$ cat src/rtl/bcd_serial_add_ctrl.sv
// Digit-serial packed-BCD adder controller: one decimal digit per clock, LSD first,
// with the decimal carry rippled through a register between digit steps.
module bcd_serial_add_ctrl #(
    parameter int unsigned DIGITS = 4
) (
    input  logic                  clk,
    input  logic                  rst,
    input  logic                  start,
    input  logic [4*DIGITS-1:0]   a,
    input  logic [4*DIGITS-1:0]   b,
    input  logic                  cin,
    output logic                  busy,
    output logic                  done,
    output logic [4*DIGITS-1:0]   sum,
    output logic                  cout,
    output logic                  err
);

    localparam int unsigned W  = 4 * DIGITS;
    localparam int unsigned IW = (DIGITS > 1) ? $clog2(DIGITS) : 1;

    typedef enum logic [1:0] {
        IDLE = 2'd0,
        RUN  = 2'd1,
        DONE = 2'd2
    } state_t;

    state_t         state;
    state_t         state_next;
    logic [W-1:0]   a_q;
    logic [W-1:0]   b_q;
    logic           c_q;
    logic [IW-1:0]  idx;
    logic           accept_c;
    logic           last_c;
    logic           carry_c;
    logic           bad_c;
    logic [4:0]     t_c;
    logic [3:0]     digit_c;

    // State register
    always_ff @(posedge clk) begin
        if (rst) begin
            state <= IDLE;
        end else begin
            state <= state_next;
        end
    end

    // Next state and digit step; operand registers shift so the current digit is always at [3:0]
    always_comb begin
        state_next = state;
        accept_c   = 1'b0;
        carry_c    = 1'b0;
        digit_c    = 4'd0;
        t_c        = 5'(a_q[3:0]) + 5'(b_q[3:0]) + 5'(c_q);
        bad_c      = (a_q[3:0] > 4'd9) || (b_q[3:0] > 4'd9);
        last_c     = (idx == IW'(DIGITS - 1));
        if (t_c > 5'd9) begin
            digit_c = 4'(t_c + 5'd6);
            carry_c = 1'b1;
        end else begin
            digit_c = t_c[3:0];
        end
        case (state)
            IDLE: begin
                if (start) begin
                    accept_c   = 1'b1;
                    state_next = RUN;
                end
            end
            RUN: begin
                if (last_c) begin
                    state_next = DONE;
                end
            end
            DONE:    state_next = IDLE;
            default: state_next = IDLE;
        endcase
    end

    // Datapath and registered outputs; done trails the DONE state by one cycle
    always_ff @(posedge clk) begin
        if (rst) begin
            a_q  <= '0;
            b_q  <= '0;
            c_q  <= 1'b0;
            idx  <= '0;
            sum  <= '0;
            cout <= 1'b0;
            err  <= 1'b0;
            busy <= 1'b0;
            done <= 1'b0;
        end else begin
            busy <= (state_next != IDLE);
            done <= (state == DONE);
            if (accept_c) begin
                a_q <= a;
                b_q <= b;
                c_q <= cin;
                idx <= '0;
                err <= 1'b0;
            end else if (state == RUN) begin
                for (int i = 0; i < DIGITS; i++) begin
                    if (idx == IW'(i)) begin
                        sum[4*i +: 4] <= digit_c;
                    end
                end
                a_q <= a_q >> 4;
                b_q <= b_q >> 4;
                c_q <= carry_c;
                err <= err | bad_c;
                if (last_c) begin
                    cout <= carry_c;
                end else begin
                    idx <= idx + IW'(1);
                end
            end
        end
    end

endmodule

$ cat config.mk
export PLATFORM = sky130hd
export DESIGN_NAME = bcd_serial_add_ctrl
export DESIGN_NICKNAME = d
export VERILOG_FILES = /design/src/rtl/bcd_serial_add_ctrl.sv
export SDC_FILE = /design/constraint.sdc
export NUM_CORES = 1
export LEC_CHECK = 0
export BUFFER_PORTS_ARGS = -buffer_cell sky130_fd_sc_hd__buf_2
export CORE_ASPECT_RATIO = 0.8
export CORE_MARGIN = 2
export CORE_UTILIZATION = 47
export CTS_CLUSTER_DIAMETER = 200
export DETAILED_ROUTE_END_ITERATION = 10
export PLACE_DENSITY = 0.74
export SETUP_SLACK_MARGIN = 0.02
export SYNTH_ARGS = -nofsm -noshare
export SYNTH_HDL_FRONTEND = slang
export SYNTH_SLANG_ARGS = --single-unit
$ cat constraint.sdc
create_clock -name clk -period 2.7 [get_ports clk]
set_input_delay 0.27 -clock clk [delete_from_list [all_inputs] [get_ports clk]]
set_output_delay 0.27 -clock clk [all_outputs]
set_load 0.01 [all_outputs]
==> results summary, run 1 <==
The number of buffer cells added on primary ports is 55. The type of element launching the critical path is a register. The placed instance area came out at ~2700 um^2. After synthesis, the cell types taking the most area are sky130_fd_sc_hd__dfxtp_1, sky130_fd_sc_hd__a21oi_1, sky130_fd_sc_hd__a22oi_1. The number of global-route vias before repair is 1882. The post-synthesis cell area is 2370 um^2. The number of enable flip-flop cells after synthesis came out at 0. Summed over all layers, the global routing overflow is 0.

On the critical path, the stage with the largest delay is an instance of sky130_fd_sc_hd__fa_2. Once detail routing completed, the nets flagged for antenna violations numbered 0. The library cell with the largest summed area after synthesis is sky130_fd_sc_hd__dfxtp_1. The layout filler cell count came out at 452. STA classifies the critical path endpoint as a register. The analysis attributes to cell leakage a power of between 1 and 1.5 nW. The buffer cell driving the clock tree root is sky130_fd_sc_hd__clkbuf_8. The total die area came out at 5630 um^2. The global placer's final weighted congestion is between 0.7 and 0.8. The total buffers and inverters traversed by the critical path is 0. After legalization and detailed placement, the total HPWL measured around 3700 um.

The number of antenna violations at the first check in global routing was 0. The pin count of the biggest net entering global routing came out at 33. The tool flagged a number of max-cap violations equal to 0. The number of pins with negative max-slew slack in the final report was 0. The first global-routing pass estimated about 8800 um of wire. After the first detailed-routing iteration, the DRC count stood at approximately 170. The most frequent cell after synthesis is sky130_fd_sc_hd__dfxtp_1. The maximum vdd ir drop came out at roughly 0.00035 V. The maximum number of buffers from clock root to sink came out at 2. For this run, the number of Yosys warnings is 0. The maximum clock frequency came out at around 0.38 GHz.

The pre-antenna-repair detailed-routing pass consisted of 4 iterations. After technology mapping, the gate count stands at about 270. The setup total negative slack is 0 ns.

The fraction of synthesized cell area taken by the top area cell type is around half. The final-report setup violation count is 0. The most used flip-flop cell after synthesis is sky130_fd_sc_hd__dfxtp_1. The delay contributed by the slowest stage of the critical path came out at roughly 0.43 ns. The multi-input logic area came out at 1210 um^2. The number of rows created at floorplan is 23. The number of vias in the routed layout came out at roughly 2100. In this run the tightest slew margin relative to its limit is approximately three fifths.

The die height came out at slightly below 70 um. The worst hold path belongs to the class in2reg. Grouping stages by cell kind, the critical path spends the most delay in adder cells. Global routing used between 20% and 30% of the available tracks across all layers.

For this design, the CTS-stage hold fixing added 0 buffers. The sum of routed wire length over all layers came out at 5460 um. The count of final hold-check violations was 0. Counting every net in the synthesized netlist gives approximately 310. The clock latency on the worst-skew pair is about 0.34 ns. The CTS clock-pin slew for the worst setup and hold paths is roughly 0.070 ns. The number of design rule violations left after detail routing is 0. Walking the worst path, the cells encountered are fa_2 > fa_2 > xnor2_4 > ha_4 > a31o_4 > or3_4 > a221oi_4 > a21o_1. The data arrival time of the critical path is between 2 and 3 ns.

Of all nets on the critical path, the largest fanout is 4. The antenna diode count is 0. The final worst-path cycle share is between 90% and 100%. In the synthesized netlist, the cells that appear most often are sky130_fd_sc_hd__dfxtp_1, sky130_fd_sc_hd__a21oi_1, sky130_fd_sc_hd__nand2_1. Pin placement for this block handled 56 I/O pins. The starting density of the core is between 40% and 50%. The worst setup path category is reg2reg. The detail-routed via count per cell is 5.34. In the synthesized netlist the async set-or-reset flop fraction comes to 0%.

TritonCTS built the clock tree. Registers take between 1000 and 1500 um^2. The final clock skew is 0.00692 ns. The routed wire length per instance is roughly 14 um. The slew at the pin closest to its max-slew limit is between 0.6 and 0.7 ns. The register area share after synthesis is approximately half. The post-layout minimum cycle time came out at between 2 and 3 ns. The run finished with clean final reports.

For this run, the post-layout net count is approximately 370. The core footprint is between 4000 and 5000 um^2. The finished cells cover 2990 um^2. Setup repair after global routing could not meet its margin everywhere. The mean instance size in the synthesized netlist is approximately 8.9 um^2. The tree built by TritonCTS fans out to 57 sinks. Yosys mapped the design onto 29 distinct sky130hd cell types. Data on the critical path is required at its endpoint by 2.98 ns. The power density relative to cell area came out at roughly 660 nW/um^2. The total of flip-flops plus latches after synthesis is 57. The share of cells above drive strength 1 is 28.4%.

The width of the die is 83.4 um. The layout-stage area growth over the synthesis result came out at 26.1%. The number of levels the H-tree was split into came out at 3. The cell with the most instances on the worst path is sky130_fd_sc_hd__fa_2. The total CTS buffers came out at 9.
state kept, by name, summed over array words and instances, names as in the netlist:
name	flops
err	1
c_q	1
b_q	16
cout	1
idx	2
done	1
sum	16
state	2
a_q	16
busy	1
per-layer routing:
metal / global-route usage (%) / part of all wire [%] / up-vias
met5: 0 / 0 / -
met4: 6.25 / 1.7 / 0
met3: 8.80 / 5.8 / 9
met2: 32.3 / 45 / 50
met1: 25.6 / 47 / 969
li1: - / - / 1053
kinds of logic (layout without fill, tap and decap cells):
logic type                 Yosys count  in the layout  synth area share [%]
DFF                                 57             57                  48.1
buffers and inverters               24             86                  3.80
AOI/OAI and AO/OA                   84             84                  23.2
muxes                                6              6                  2.53
and+or+nand+nor                     83             83                  15.7
adders and majority gates           10             10                  5.91
xor gates and xnor gates             2              2                 0.739
final cells by class:
cell class              instances  share of cell area, %
flip-flops and latches         57                   38.2
repair buffers                 66                   12.1
multi-input cells             185                   40.5
well taps                      62                   2.59
inverters                       4                  0.502
clock inverters                 5                   1.00
clock buffers                  11                   5.06
where the power goes:
part	total (W)	internal, W	switching, W	leakage (nW)
sequential	0.000915	0.000887	0.0000282	0.466
combinational	0.000334	0.000150	0.000184	0.687
clock	0.000714	0.000377	0.000337	0.0911
total	0.00196	0.00141	0.000549	1.24
worst register-to-register path, cell delays in order, from the launching register on:
cell	delay, ns
sky130_fd_sc_hd__dfxtp_2	0.33
sky130_fd_sc_hd__fa_2	0.41
sky130_fd_sc_hd__fa_2	0.43
sky130_fd_sc_hd__xnor2_4	0.20
sky130_fd_sc_hd__ha_4	0.18
sky130_fd_sc_hd__a31o_4	0.22
sky130_fd_sc_hd__or3_4	0.34
sky130_fd_sc_hd__a221oi_4	0.32
sky130_fd_sc_hd__a21o_1	0.15
metrics by stage:
step                std cells  hold WS, ns  setup slack [ns]  power (W)  util [%]
floorplan                 266        0.406            0.0421    0.00111         -
global placement          373        0.442           -0.0159    0.00121      55.4
detailed placement        373        0.446           -0.0642    0.00122      55.4
CTS                       389        0.147            0.0371    0.00195      59.7
global route              390        0.150          -0.00213    0.00206      60.8
finish                    390        0.161            0.0805    0.00196      60.8
final timing paths:
| path | slack [ns] | startpoint | depth (start not counted) | to |
|---|---|---|---|---|
| worst max-delay path | 0.08 | c_q | 8 | sum[10] |
| worst min register to register | 0.45 | b_q[6] | 2 | b_q[6] |
| worst max register to register | 0.08 | c_q | 8 | sum[10] |
| worst min-delay path | 0.16 | b[14] | 3 | b_q[14] |
what timing repair did:
item	in CTS	in global routing
pin swaps	1	7
setup endpoints to repair	7	10
buffers inserted	0	1
gates resized for setup	5	8
cells in the final DEF (no fill, tap or decap), types with 5 or more instances in the layout:
cell type                  synthesis  routed
sky130_fd_sc_hd__buf_2             0      55
sky130_fd_sc_hd__dfxtp_1          57      56
sky130_fd_sc_hd__nand2_1          35      35
sky130_fd_sc_hd__a211oi_1          8       8
sky130_fd_sc_hd__buf_4             0      10
sky130_fd_sc_hd__mux2i_1           6       6
sky130_fd_sc_hd__nor2_1           20      20
sky130_fd_sc_hd__nor3b_1           5       5
sky130_fd_sc_hd__a21oi_1          38      38
sky130_fd_sc_hd__ha_1              8       7
sky130_fd_sc_hd__and2_1            6       6
sky130_fd_sc_hd__a21o_1            5       5
sky130_fd_sc_hd__nand3_1           9       9
sky130_fd_sc_hd__a22oi_1          25      25
sky130_fd_sc_hd__clkbuf_8          0      11
No activity file was read; power rests on OpenSTA's default activity.
==> run 2, diff against run 1 <==
--- a/config.mk
+++ b/config.mk
@@ -5,13 +5,13 @@
 export SDC_FILE = /design/constraint.sdc
 export NUM_CORES = 1
 export LEC_CHECK = 0
+export ABC_AREA = 1
 export BUFFER_PORTS_ARGS = -buffer_cell sky130_fd_sc_hd__buf_2
 export CORE_ASPECT_RATIO = 0.8
-export CORE_MARGIN = 2
-export CORE_UTILIZATION = 47
+export CORE_MARGIN = 5
+export CORE_UTILIZATION = 30
 export CTS_CLUSTER_DIAMETER = 200
 export DETAILED_ROUTE_END_ITERATION = 10
-export PLACE_DENSITY = 0.74
 export SETUP_SLACK_MARGIN = 0.02
 export SYNTH_ARGS = -nofsm -noshare
 export SYNTH_HDL_FRONTEND = slang
==> results summary, run 2 <==
The most frequent cell after synthesis is sky130_fd_sc_hd__nand2_1 (was sky130_fd_sc_hd__dfxtp_1). The maximum clock frequency came to 0.422 GHz (was 0.382 GHz). The detailed-routed wire length on met3 is 242 um (was 319 um).

The type of the tightest min-delay check is in2reg (unchanged). The predominant post-synthesis flop cell is sky130_fd_sc_hd__dfxtp_1 (unchanged). The detail-routed via count per cell came out at 4.49 (was 5.34).

The antenna diode count is 0 (unchanged). The power density relative to cell area was 668 nW/um^2 (was 656 nW/um^2). The type of element launching the critical path is a register (unchanged). Largest cells by area after synthesis: sky130_fd_sc_hd__dfxtp_1, sky130_fd_sc_hd__nand2_1, sky130_fd_sc_hd__a31oi_1 (was sky130_fd_sc_hd__dfxtp_1, sky130_fd_sc_hd__a21oi_1, sky130_fd_sc_hd__a22oi_1). The number of optimization iterations in the first detailed-route pass came out at 4 (unchanged). The gate count of the mapped netlist was 334 (was 266).

The number of warnings printed during yosys synthesis is 0 (unchanged). The layout filler cell count came out at 893 (was 452). The total die area came out at 10600 um^2 (was 5630 um^2). The number of global-route vias before repair came to 2164 (was 1882). The maximum vdd ir drop came out at 0.000306 V (was 0.000351 V). The data arrival time of the critical path is 2.60 ns (was 2.90 ns). The clock tree from TritonCTS was built (unchanged). The number of cells upsized or downsized after cts is 0 (was 5). The detailed-route wire length on metal 1 is 3050 um (was 2580 um). The CTS clock-pin slew for the worst setup and hold paths was 0.07 ns (about the same). The number of rows created at floorplan came out at 30 (was 23). The number of maximum-capacitance violations is 0 (unchanged). The routed wire length per instance came out at 12.0 um (was 14.0 um). The delay contributed by the slowest stage of the critical path came to 0.48 ns (was 0.43 ns). The number of buffers inserted to repair setup after CTS came out at 0 (unchanged).

The post-synthesis cell area is 2590 um^2 (was 2370 um^2). The number of vias in the routed layout came out at 2264 (was 2081). The remaining antenna violation count after routing came out at 0 (unchanged). The starting density of the core was 30.7% (was 48.2%). The worst max-slew margin expressed relative to the limit was 61.8% (was 59.3%). The maximum number of buffers from clock root to sink came out at 2 (unchanged). The count of final hold-check violations is 0 (unchanged). The number of sinks driven by the clock tree is 57 (unchanged). The total CTS buffers came to 9 (unchanged). The post-route non-filler standard cell count was 504 (was 390). The sum of routed wire length over all layers is 6040 um (was 5460 um). The data required time at the worst endpoint came out at 2.93 ns (was 2.98 ns). The final-report setup violation count came out at 0 (unchanged). The slew at the pin closest to its max-slew limit came out at 0.572 ns (was 0.611 ns). The layout-stage area growth over the synthesis result was 21.7% (was 26.1%). The starting DRC count in detailed routing is 82 (was 169).

The post-layout minimum cycle time is 2.37 ns (was 2.62 ns). The number of levels the H-tree was split into is 3 (unchanged). The buffer cell driving the clock tree root was sky130_fd_sc_hd__clkbuf_8 (unchanged). The total of flip-flops plus latches after synthesis came to 57 (unchanged). The count of hold-fix buffers inserted at cts is 0 (unchanged). The critical-path cell with the highest stage delay is sky130_fd_sc_hd__fa_1 (was sky130_fd_sc_hd__fa_2).

The top-level port count is 56 (unchanged). The width of the die is 114 um (was 83.4 um). Largest registers ranked by flip-flop count: a_q: 16 flops, b_q: 16 flops, sum: 16 flops (unchanged). The worst setup path category is reg2reg (unchanged). The fraction of synthesized cell area taken by the top area cell type is 44.1% (was 48.1%). The wire length of the first global-routing pass was 10000 um (was 8800 um). The number of design rule violations left after detail routing came out at 0 (unchanged). The final clock skew is 0.00770 ns (was 0.00692 ns). The number of enable flip-flop cells after synthesis came out at 0 (unchanged). Cell-by-cell trace of the critical path: fa_1 > fa_1 > nand2_1 > nand2_2 > ha_1 > a21oi_4 > nand2_4 > nand3_2 > nand3_1 > nand2_1 > inv_1 (was fa_2 > fa_2 > xnor2_4 > ha_4 > a31o_4 > or3_4 > a221oi_4 > a21o_1). The kind of end point of the critical path is a register (unchanged).

The share of cells above drive strength 1 is 23.2% (was 28.4%). The total global routing overflow came to 0 (unchanged). The synthesized net count came out at 380 (was 312). The global placer's final weighted congestion was 0.734 (was 0.778). Most common library cells after synthesis: sky130_fd_sc_hd__nand2_1, sky130_fd_sc_hd__dfxtp_1, sky130_fd_sc_hd__inv_1 (was sky130_fd_sc_hd__dfxtp_1, sky130_fd_sc_hd__a21oi_1, sky130_fd_sc_hd__nand2_1). The mean instance size in the synthesized netlist came out at 7.75 um^2 (was 8.91 um^2). The library cell with the largest summed area after synthesis is sky130_fd_sc_hd__dfxtp_1 (unchanged). The share of flip-flops with an asynchronous set or reset after synthesis is 0% (unchanged). The net count reported at finish came out at 433 (was 369). Run status: complete, no violations (unchanged). The number of distinct library cell variants in the gate-level netlist after synthesis came out at 27 (was 29).

The global routing usage summed across all routing layers came out at 11.8% (was 20.4%). Commonest cells after routing, fill and taps aside: sky130_fd_sc_hd__nand2_1, sky130_fd_sc_hd__dfxtp_1, sky130_fd_sc_hd__buf_2 (was sky130_fd_sc_hd__dfxtp_1, sky130_fd_sc_hd__buf_2, sky130_fd_sc_hd__a21oi_1). The total met2 wirelength after detailed routing is 2680 um (was 2470 um).

The core footprint is 8450 um^2 (was 4920 um^2). The most frequent standard cell in the layout excluding fill and tap cells is sky130_fd_sc_hd__nand2_1 (was sky130_fd_sc_hd__dfxtp_1). The die height came out at 93.1 um (was 67.5 um).

RSZ-0062 raised after global routing: false (was true). The highest routed metal layer was met4 (unchanged). The peak fanout along the critical path was 5 (was 4). The number of pins with negative max-slew slack in the final report was 0 (unchanged). The pin count of the biggest net entering global routing came out at 38 (was 33). The final HPWL from detailed placement was 4200 um (was 3670 um). The clock latency on the worst-skew pair is 0.33 ns (was 0.34 ns). The setup total negative slack came out at 0 ns (unchanged). The final worst-path cycle share came out at 87.8% (was 97.0%). The register area share after synthesis came to 44.1% (was 48.1%). The number of antenna violations at the first check in global routing is 0 (unchanged). The number of buffer cells added on primary ports is 55 (unchanged). The number of placed instances, taps included came out at 488 (was 373). The leakage component of the power is 1.46 nW (was 1.24 nW).
## run 2: cell count changes after synthesis, sizes merged, moves of 13 or more
cell / delta
nor2: -13
clkbuf: -14
nand2: +87
a31oi: +25
a22oi: -25
nand3: +14
inv: +28
a21oi: -19
## run 2: final timing paths
| check | start | to | slack (ns) | depth (start not counted) |
|---|---|---|---|---|
| setup reg to reg | a_q[0] | sum[15] | 0.33 | 11 |
| setup / recovery | a_q[0] | sum[15] | 0.33 | 11 |
| hold reg to reg | state[0] | done | 0.45 | 1 |
| hold / removal | a[15] | a_q[15] | 0.19 | 3 |
## run 2: per-layer routing
layer | track usage [%] | vias to the layer above
met5 | 0 | -
met4 | 3.86 | 0
met3 | 3.95 | 5
met2 | 18.1 | 37
met1 | 15.6 | 1028
li1 | - | 1194
## run 2: worst max-delay path, delay by kind of cell (launching register included)
family	cells	cell delay, ns
compound gates	1	0.14
buf+inv	1	0.03
flops	1	0.33
fa+ha+maj	3	1.16
simple gates	6	0.60
## run 2: report_power, final
group	internal, W	total, W	switching (W)
logic	0.000113	0.000320	0.000207
clock network	0.000519	0.000869	0.000351
registers	0.000890	0.000918	0.0000283
## run 2: final cells by class
cell class                      count  area, um^2  area share (%)
Clock buffer                        9         124            3.93
Clock inverter                      7        95.1            3.02
Inverter                           33         124            3.93
Multi-Input combinational cell    230        1250            39.5
Sequential cell                    57        1140            36.2
Tap cell                          112         140            4.44
Timing Repair Buffer               56         283            8.97
## run 2: logic make-up (layout without fill, tap and decap cells)
logic type               after synthesis  after routing  synth area share, %
flip-flops                            57             57                 44.1
adder cells (fa/ha/maj)               10             10                 5.41
AO/OA/AOI/OAI                         66             66                 16.3
AND/OR/NAND/NOR                      154            154                 26.4
buffers and inverters                 47            105                 7.83
## run 2: metrics by stage
stage,worst slack (ns),utilization [%],hold WS [ns],power (W),area (um^2)
after detailed placement,0.324,34.7,0.433,0.00126,2930
after global placement,0.385,34.7,0.437,0.00125,2930
after global routing,0.186,37.3,0.166,0.00222,3150
final,0.330,37.3,0.187,0.00211,3150
after floorplan,0.469,-,0.418,0.00118,2590
after CTS,0.329,37.3,0.169,0.00213,3150
